### src/rtl/mem_arbiter_6502.sv
// Two-port arbiter sharing one external memory port between the 6502 cache (port 0) and a second master.
// Define MEM_ARB_RR_EN for round-robin on conflicts; otherwise port 0 has fixed priority.
module mem_arbiter_6502 #(
  parameter int BURST_LEN = 8,
  parameter int ADDR_W    = 24
) (
  input  logic              clk,
  input  logic              rst_n,
  input  logic [ADDR_W-1:0] m0_addr,
  input  logic [ADDR_W-1:0] m1_addr,
  input  logic              m0_en,
  input  logic              m1_en,
  input  logic              m0_wr,
  input  logic              m1_wr,
  input  logic              m0_rburst,
  input  logic              m1_rburst,
  input  logic [7:0]        m0_wdata,
  input  logic [7:0]        m1_wdata,
  output logic              m0_rdy,
  output logic              m1_rdy,
  output logic              m0_rdata_load,
  output logic              m1_rdata_load,
  output logic [1:0]        gnt,
  output logic [ADDR_W-1:0] mem_addr,
  output logic              mem_en,
  output logic              mem_wr,
  output logic              mem_rburst,
  output logic [7:0]        mem_wdata,
  input  logic              mem_rdy,
  input  logic              mem_rdata_load
);

  typedef enum logic [1:0] {IDLE, OWN0, OWN1} state_t;

  localparam logic [2:0] LAST_BEAT = 3'(BURST_LEN - 1);

  state_t     state, state_nx;
  logic [2:0] beat, beat_nx;
  logic       burst, burst_nx;
  logic       last, last_nx;
  logic       sel;
  logic       owned;
  logic       load_ok;

  always_ff @(posedge clk or negedge rst_n) begin
    if (!rst_n) begin
      state <= IDLE;
      beat  <= 3'd0;
      burst <= 1'b0;
      last  <= 1'b1;
    end else begin
      state <= state_nx;
      beat  <= beat_nx;
      burst <= burst_nx;
      last  <= last_nx;
    end
  end

  // The IDLE grant is combinational so a pending request reaches memory with no bubble.
  always_comb begin
    state_nx = state;
    beat_nx  = beat;
    burst_nx = burst;
    last_nx  = last;
    sel      = 1'b0;
    owned    = 1'b0;
    load_ok  = 1'b0;
    case (state)
      IDLE: begin
        if (rst_n && (m0_en || m1_en)) begin
          owned = 1'b1;
          if (m0_en && m1_en) begin
`ifdef MEM_ARB_RR_EN
            sel = ~last;
`else
            sel = 1'b0;
`endif
          end else begin
            sel = m1_en;
          end
          state_nx = sel ? OWN1 : OWN0;
          burst_nx = sel ? (m1_rburst && !m1_wr) : (m0_rburst && !m0_wr);
          beat_nx  = 3'd0;
        end
      end
      OWN0: begin
        owned   = 1'b1;
        sel     = 1'b0;
        load_ok = 1'b1;
      end
      OWN1: begin
        owned   = 1'b1;
        sel     = 1'b1;
        load_ok = 1'b1;
      end
      default: state_nx = IDLE;
    endcase

    // Ownership is released only when the beat count completes, independent of the requester's en.
    if (load_ok && mem_rdata_load) begin
      beat_nx = beat + 3'd1;
      if (!burst || (beat == LAST_BEAT)) begin
        state_nx = IDLE;
        beat_nx  = 3'd0;
        last_nx  = sel;
      end
    end
  end

  assign gnt           = {owned & sel, owned & ~sel};
  assign mem_addr      = sel ? m1_addr  : m0_addr;
  assign mem_wdata     = sel ? m1_wdata : m0_wdata;
  assign mem_en        = owned & (sel ? m1_en     : m0_en);
  assign mem_wr        = owned & (sel ? m1_wr     : m0_wr);
  assign mem_rburst    = owned & (sel ? m1_rburst : m0_rburst);
  assign m0_rdy        = gnt[0] & mem_rdy;
  assign m1_rdy        = gnt[1] & mem_rdy;
  assign m0_rdata_load = load_ok & ~sel & mem_rdata_load;
  assign m1_rdata_load = load_ok &  sel & mem_rdata_load;

endmodule

### config.mk
export PLATFORM = sky130hd
export DESIGN_NAME = mem_arbiter_6502
export DESIGN_NICKNAME = d
export VERILOG_FILES = /design/src/rtl/mem_arbiter_6502.sv
export SDC_FILE = /design/constraint.sdc
export NUM_CORES = 1
export LEC_CHECK = 0
export ABC_CLOCK_PERIOD_IN_PS = 2400
export BUFFER_PORTS_ARGS = -buffer_cell sky130_fd_sc_hd__buf_2
export CAP_MARGIN = 20
export CORE_AREA = 10 10 58 79
export CTS_CLUSTER_SIZE = 30
export DETAILED_ROUTE_END_ITERATION = 10
export DIE_AREA = 0 0 68 89
export PLACE_DENSITY_LB_ADDON = 0.05
export SLEW_MARGIN = 20
export SYNTH_ARGS = -nofsm -noshare
export SYNTH_HDL_FRONTEND = slang
export SYNTH_SLANG_ARGS = --single-unit
### constraint.sdc
create_clock -name clk -period 2.4 [get_ports clk]
set_input_delay 0.48 -clock clk [delete_from_list [all_inputs] [get_ports clk]]
set_output_delay 0.48 -clock clk [all_outputs]
set_load 0.01 [all_outputs]
Word-level counts from Yosys, hierarchy flattened

Cells that the tools add are included.

Equal/unequal tests: 3
$add $sub $neg: 1
Muxes and demuxes: 23
Bitwise gates (word level): 12
Reduce and logical (&&, ||, !) cells: 16

Operators with widths:

| cell                  | count |
|---|---|
| $mux W24              | 1 |
| $mux W3               | 4 |
| $and A1 B1 Y1         | 11 |
| $mux W1               | 10 |
| $mux W2               | 4 |
| $mux W8               | 1 |
| $logic_and A1 B1 Y1   | 5 |
| $pmux W1 S2           | 2 |
| $pmux W2 S2           | 1 |
| $reduce_and A2 Y1     | 2 |
| $reduce_bool A2 Y1    | 2 |
| $add A3 B1 Y3 const B | 1 |
| $eq A3 B3 Y1 const B  | 1 |
| $logic_not A1 Y1      | 3 |
| $eq A2 B1 Y1 const B  | 1 |
| $eq A2 B2 Y1 const B  | 1 |
| $logic_not A2 Y1      | 1 |
| $logic_or A1 B1 Y1    | 2 |
| $reduce_or A2 Y1      | 1 |
| $not A1 Y1            | 1 |

Output and inout bits: 41
Flip-flop bits (word level): 6
Word-level logic and storage cells: 58

Depth between registers and ports, before layout

Gate-level depths: netlist of the first run.

Word-level depth: 9
Gate-level depth with buffers: 7

Worst setup path after synthesis of the first run

Ideal clock, no wire load.

Path type: reg2out
From: register state[0]
To: output port mem_addr[10]
Arrival: 1.653 ns
Required time: 1.920 ns
Cell stages (with the launch flop): 8
Path slack: 0.267 ns
Cells stage by stage: dfrtp_1 inv_1 ha_1 and4b_1 buf_2 nor2_8 buf_12 mux2_4

Cells in the longest elaborated chain, start to end: 3
Elaborated cells on any way between the ends: 4
Classes of those cells: eq/ne (1); mux (2); reduce/logical (1)

Ends and longest elaborated chain:

| what                                             | line | RTL |
|---|---|---|
| from (decl)                                      | 37   | `state_t state, state_nx;` |
| from (signal assigned)                           | 52   | `state <= state_nx;` |
| $eq A2 B2 Y1 or $logic_not A2 Y1 (tied branches) | 68   | `case (state)` |
| $pmux W1 S2 *                                    | 68   |  |
| $mux W24 *                                       | 111  | `assign mem_addr = sel ? m1_addr : m0_addr;` |
| to (decl)                                        | 24   | `output logic [ADDR_W-1:0] mem_addr,` |

Every way passes the cells marked *; elsewhere a longest branch is shown, timed or not.

Final worst setup path of the first run

From: register state[0]
To: output port mem_addr[3]

Same word-level chain as after synthesis.

==> results of run 1 <==
==> layer usage <==
layer	part of all wire [%]	wire, µm
met5	0	0
met4	0.33	16
met3	9.7	473
met2	59	2880
met1	31	1520
==> critical path: cells and delay by family (launching register included) <==
family                     cells  cell delay [ps]
buffers and inverters          4              500
and+or+nand+nor                2              340
adders and majority gates      1              130
DFF                            1              390
muxes                          1              310
==> how the worst max path moves through the flow <==
stage / slack (ps) / depth (start not counted) / from / endpoint
floorplan: 270 / 7 / state[0] / mem_addr[10]
global placement: 130 / 7 / state[0] / mem_addr[7]
detailed placement: 70 / 7 / state[0] / mem_wdata[6]
CTS: 10 / 8 / state[0] / mem_wdata[6]
global route: -50 / 8 / state[0] / mem_addr[1]
finish: 10 / 8 / state[0] / mem_addr[3]
==> repair_timing <==
item                                    CTS  global route
resized for setup                         8            32
pin swaps                                 3             1
endpoints found under the setup margin   29            33
cloned                                    2             1
hold buffers                              0             0
setup buffers                             7             2
==> layout by cell type (no fill, tap or decap), types with 2 or more instances in the layout <==
| cell | Yosys | final |
|---|---|---|
| buf_4 | 0 | 10 |
| a32o_1 | 2 | 2 |
| clkbuf_8 | 0 | 3 |
| mux2_4 | 28 | 28 |
| nor3_1 | 2 | 2 |
| dfrtp_1 | 6 | 6 |
| nand3_1 | 4 | 4 |
| inv_2 | 0 | 2 |
| mux2_2 | 4 | 4 |
| inv_1 | 6 | 4 |
| a21oi_1 | 5 | 5 |
| buf_2 | 1 | 86 |
| ha_1 | 7 | 5 |
| buf_6 | 0 | 29 |
| o21ai_0 | 4 | 4 |
| buf_12 | 3 | 3 |
| and2_1 | 2 | 2 |
| nand2_1 | 3 | 3 |
==> state kept, by name, indices dropped and copies added, names as in the netlist <==
register	count
state	2
burst	1
beat	3
==> synthesized netlist by cell type, types with 2 or more instances <==
library cell  instances  area, µm²
mux2_2                4       45.0
dfrtp_1               6        150
a21oi_1               5       25.0
ha_1                  7       87.6
inv_1                 6       22.5
nor3_1                2       10.0
o21ai_0               4       20.0
and2_1                2       12.5
mux2_4               28        420
nand3_1               4       20.0
a32o_1                2       20.0
nand2_1               3       11.3
buf_12                3       60.1
==> where the power goes <==
part	internal (µW)	total (µW)	leakage (µW)	switching (µW)
Sequential	133	155	0.0000803	22.8
Combinational	888	1500	0.00108	613
Clock	108	151	0.0000216	43.1
==> stage by stage <==
stage	setup TNS (ps)	power (µW)	std cells	hold WS, ps	setup slack, ps
final	0	1810	262	188	14.1
after global routing	-884	1930	261	191	-47.8
after CTS	0	1600	258	191	13.5
after detailed placement	0	1240	246	425	66.1
after global placement	0	1210	246	430	132
after floorplan	0	898	91	184	267
==> final cells by class <==
type                            count  area share, %
Inverter                            6           1.10
Antenna cell                        1          0.122
Timing Repair Buffer              131           47.6
Sequential cell                     6           7.32
Multi-Input combinational cell     75           39.4
Tap cell                           40           2.44
Clock buffer                        3           2.01
==> cells by family (layout without fill, tap and decap cells) <==
| kind of cell | after synthesis | after routing | share of synthesized area (%) |
|---|---|---|---|
| fa+ha+maj | 7 | 7 | 8.51 |
| simple gates | 20 | 20 | 13.4 |
| mux | 32 | 32 | 45.2 |
| flops | 6 | 6 | 14.6 |
| compound gates | 16 | 16 | 9.84 |
| other cells | 0 | 1 | 0 |
| buf+inv | 10 | 140 | 8.51 |
==> run metrics, run 1 <==
status=completed; clk_lat worst skew=220 ps; total grt overflow=0; endpoints failing setup=0; Yosys cell types=28; Port Buffers=114; Syn Inst Count=91; Synthesis Warnings=0; Leak Pwr=0.00118 µW; Synth Register Bits=6; Root Driver=clkbuf_8; Num Clock Sinks=6; CTS tree=done; GPL Wtd Cong=0.801; H-tree levels=1; Finished Cell Area=2050 µm²; DRC=0; GR Util met3=3.14%; Area after DPL=1650 µm²; area of the multi-input gates=808 µm²; Setup Crit Path Kind=reg -> out; GRT Util Overall=13.5%; ys async rst share=100%; drt total wl=4890 µm; number of global-route vias before repair=1317; die area=6050 µm²; syn_area_per_cell=11.3 µm²; row count=25; # IOs=115; # fillers=245; Tightest Hold Check Type=in -> async; width of the die=68 µm; clock skew=0.332 ps; DR iter-0 viols=35; CTS Buf Count=3; grt met1 use=13.5%; # nets final=304; Worst Setup Start Kind=flop; Clock Path Buffers=2; synthesized area=1030 µm²; Power Density=881 nW/µm²; Core Util, Final=63.1%; DRT Pass-1 Iters=4; Worst Path Required=1920 ps; first-pass GRT wire length=6530 µm; Layout Area Growth over Synthesis=99.3%; number of flops mapped to enable cells by yosys=0; Max Cap Violations=0; Final period util=99.4%; largest net degree at the start of global routing=10; Seq/Total Area, Yosys=14.6%; Worst slew margin=82.6%; vias per cell=4.67; worst r2r dst=beat[1]; RSZ-0062 raised after global routing=yes; reg-to-reg startpoint=state[0]; Syn Nets=172; Worst IR Drop VDD=0.000526 V; most used routing layer in global routing=met2; crit-path cells=inv_2 -> ha_4 -> and4b_2 -> nor2_8 -> buf_12 -> buf_16 -> mux2_4 -> buf_6; Crit-path slowest cell=dfrtp_1; core area=3250 µm²; Die Height=89 µm; Worst Max-Slew Pin Slew=257 ps; grt met2 use=26.6%; max-slew violation count=0; Initial Util=31.7%; initial antenna violation count=0; DR WL/cell=18.7 µm; R2R setup slack=1030 ps; HPWL after DPL=3910 µm; via count=1223; WP data arrival=1910 ps; sequential cell area=150 µm²; FF-to-FF path depth=6; layout cell share with drive strength beyond 1=78.3%; Fin. Hold Viols=0; crit path time final=2390 ps; Synth Flop Type=dfrtp_1; Worst-path clk slew=40 ps; Critical Path Max Stage Delay=390 ps; kind of end point of the critical path=output port; ANT nets after route=0; Max FO, Critical Path=8; fmax=0.419 GHz
No activity file was read; power rests on OpenSTA's default activity.
==> run 2, diff against run 1 <==
Settings changed: REMOVE_ABC_BUFFERS set to 1.
==> run 2 against run 1 <==
Worst setup slack better by 2.6 ps. Worst hold slack worse by 22 ps. Fmax up 0.11%. Register-to-register slack better by 20 ps. Sequential power about the same. Critical path type unchanged. Critical endpoint is now mem_addr[15]. Highest routed layer unchanged.
==> run metrics, run 2 (synthesized netlist as in run 1, its figures left out) <==
status=completed; Max Cap Violations=0 (unchanged); via count=1250 (+2.2%); Worst Setup Start Kind=flop; first-pass GRT wire length=6350 µm (-2.8%); commonest cells after routing, fill and taps aside=buf_2, mux2_4, buf_6; # IOs=115 (unchanged); final worst setup slack=16.7 ps (+2.59 ps); Final period util=99.3% (-0.11 points); Die Height=89 µm (unchanged); vias per cell=4.81 (+3.0%); pre-CTS setup slack=153 ps (+86.7 ps); Worst IR Drop VDD=0.000629 V (+20%); DRC=0 (unchanged); Clock Path Buffers=2 (unchanged); Initial Util=31.7% (unchanged); Root Driver=clkbuf_8; Power Density=866 nW/µm² (-1.7%); kind of end point of the critical path=output port; Worst-path clk slew=40 ps (about the same); crit path time final=2380 ps (-2.59 ps); Worst Path Required=1920 ps (about the same); total grt overflow=0 (unchanged); H-tree levels=1 (unchanged); Worst slew margin=80.9% (-1.7 points); initial antenna violation count=0 (unchanged); GRT Util Overall=13.3% (-0.19 points); Max FO, Critical Path=4 (-4); core area=3250 µm² (unchanged); DRT Pass-1 Iters=4 (unchanged); dpl cells=247 (+0.41%); GPL Wtd Cong=0.815 (+1.8%); max reg flops=3 (unchanged); setup_tns=0 ps (unchanged); Port Buffers=114 (unchanged); die area=6050 µm² (unchanged); drt total wl=4500 µm (-7.9%); Largest Register=beat; clk_lat worst skew=220 ps (about the same); top flop regs=beat: 3 flops, state: 2 flops, burst: 1 flops; Area after DPL=1660 µm² (+0.46%); number of global-route vias before repair=1283 (-2.6%); width of the die=68 µm (unchanged); Fin. Hold Viols=0 (unchanged); Non-Filler Instances=260 (-0.76%); most common cell after layout, fill and taps aside=buf_2; RSZ-0062 raised after global routing=yes; Tightest Hold Check Type=in -> async; hold buffers post-CTS=0 (unchanged); ANT nets after route=0 (unchanged); # fillers=266 (+8.6%); endpoints failing setup=0 (unchanged); WP data arrival=1900 ps (about the same); Worst Max-Slew Pin Slew=283 ps (+25.7 ps); largest net degree at the start of global routing=10 (unchanged); Setup Crit Path Kind=reg -> out; clock skew=2.83 ps (+2.50 ps); HPWL after DPL=3690 µm (-5.6%); CTS Buf Count=3 (unchanged); Finished Cell Area=1970 µm² (-4.0%); # nets final=303 (-0.33%); Layout Area Growth over Synthesis=91.3%; DR iter-0 viols=20 (-43%); row count=25 (unchanged); DR WL/cell=17.3 µm (-7.2%); Core Util, Final=60.5% (-2.5 points); max-slew violation count=0 (unchanged); layout cell share with drive strength beyond 1=78.2% (-0.099 points); fmax=0.420 GHz (+0.11%); antenna cells=0 (-1); CTS tree=done; Leak Pwr=0.00114 µW (-3.3%); Num Clock Sinks=6 (unchanged)
## run 2: cell count changes in the layout (fill, tap and decap cells not counted), sizes merged
cell / previous run / this run
bufbuf: 1 / 0
diode: 1 / 0
## run 2: cell type report
type                       instances  area [µm²]  share of cell area, %
clock buffer                       3        41.3                   2.10
inverter                           6        22.5                   1.14
multi-input combinational         75         818                   41.6
sequential                         6         150                   7.62
tap                               40        50.0                   2.54
timing repair buffer             130         887                   45.0
## run 2: repair_timing
action,CTS,global route
gates cloned,2,1
endpoints found under the setup margin,32,25
setup buffers,8,0
resized for setup,10,18
## run 2: worst paths after layout
| check | end | slack (ps) | startpoint | cells after the start |
|---|---|---|---|---|
| worst max-delay path | mem_addr[15] | 20 | state[0] | 8 |
| worst min-delay path | state[1] | 170 | rst_n | 2 |
| worst max register to register | beat[2] | 1050 | state[0] | 6 |
| worst min register to register | beat[0] | 490 | beat[0] | 1 |
| max in group asynchronous | beat[0] | 2110 | rst_n | 2 |
| min in group clk | beat[0] | 490 | beat[0] | 1 |
## run 2: worst max-delay path, cell delays in order (launching register included)
cell	delay, ps
dfrtp_1	360
inv_2	60
ha_4	160
and4b_2	260
nor2_8	150
buf_12	140
clkbuf_16	130
mux2_4	300
buf_6	120
## run 2: metrics by stage
stage / total power (µW) / hold WS [ps]
global placement: 1220 / 411
global route: 1830 / 178
detailed placement: 1240 / 400
finish: 1710 / 166
floorplan: 817 / 184
CTS: 1620 / 165
## run 2: metal layers
metal  up-vias  part of all wire, %  global-route usage [%]
met1       567                   29                    11.7
met4         0                  2.2                    5.50
li1        602                    -                       -
met2        73                   53                    25.6
met3         8                   15                    4.89
met5         -                    0                       0
## run 2: power by group
group	internal [µW]	total, µW	leakage, µW	switching, µW
Sequential	133	154	0.0000803	21.0
Combinational	815	1400	0.00104	590
Clock	107	147	0.0000216	39.5
Total	1050	1710	0.00114	651
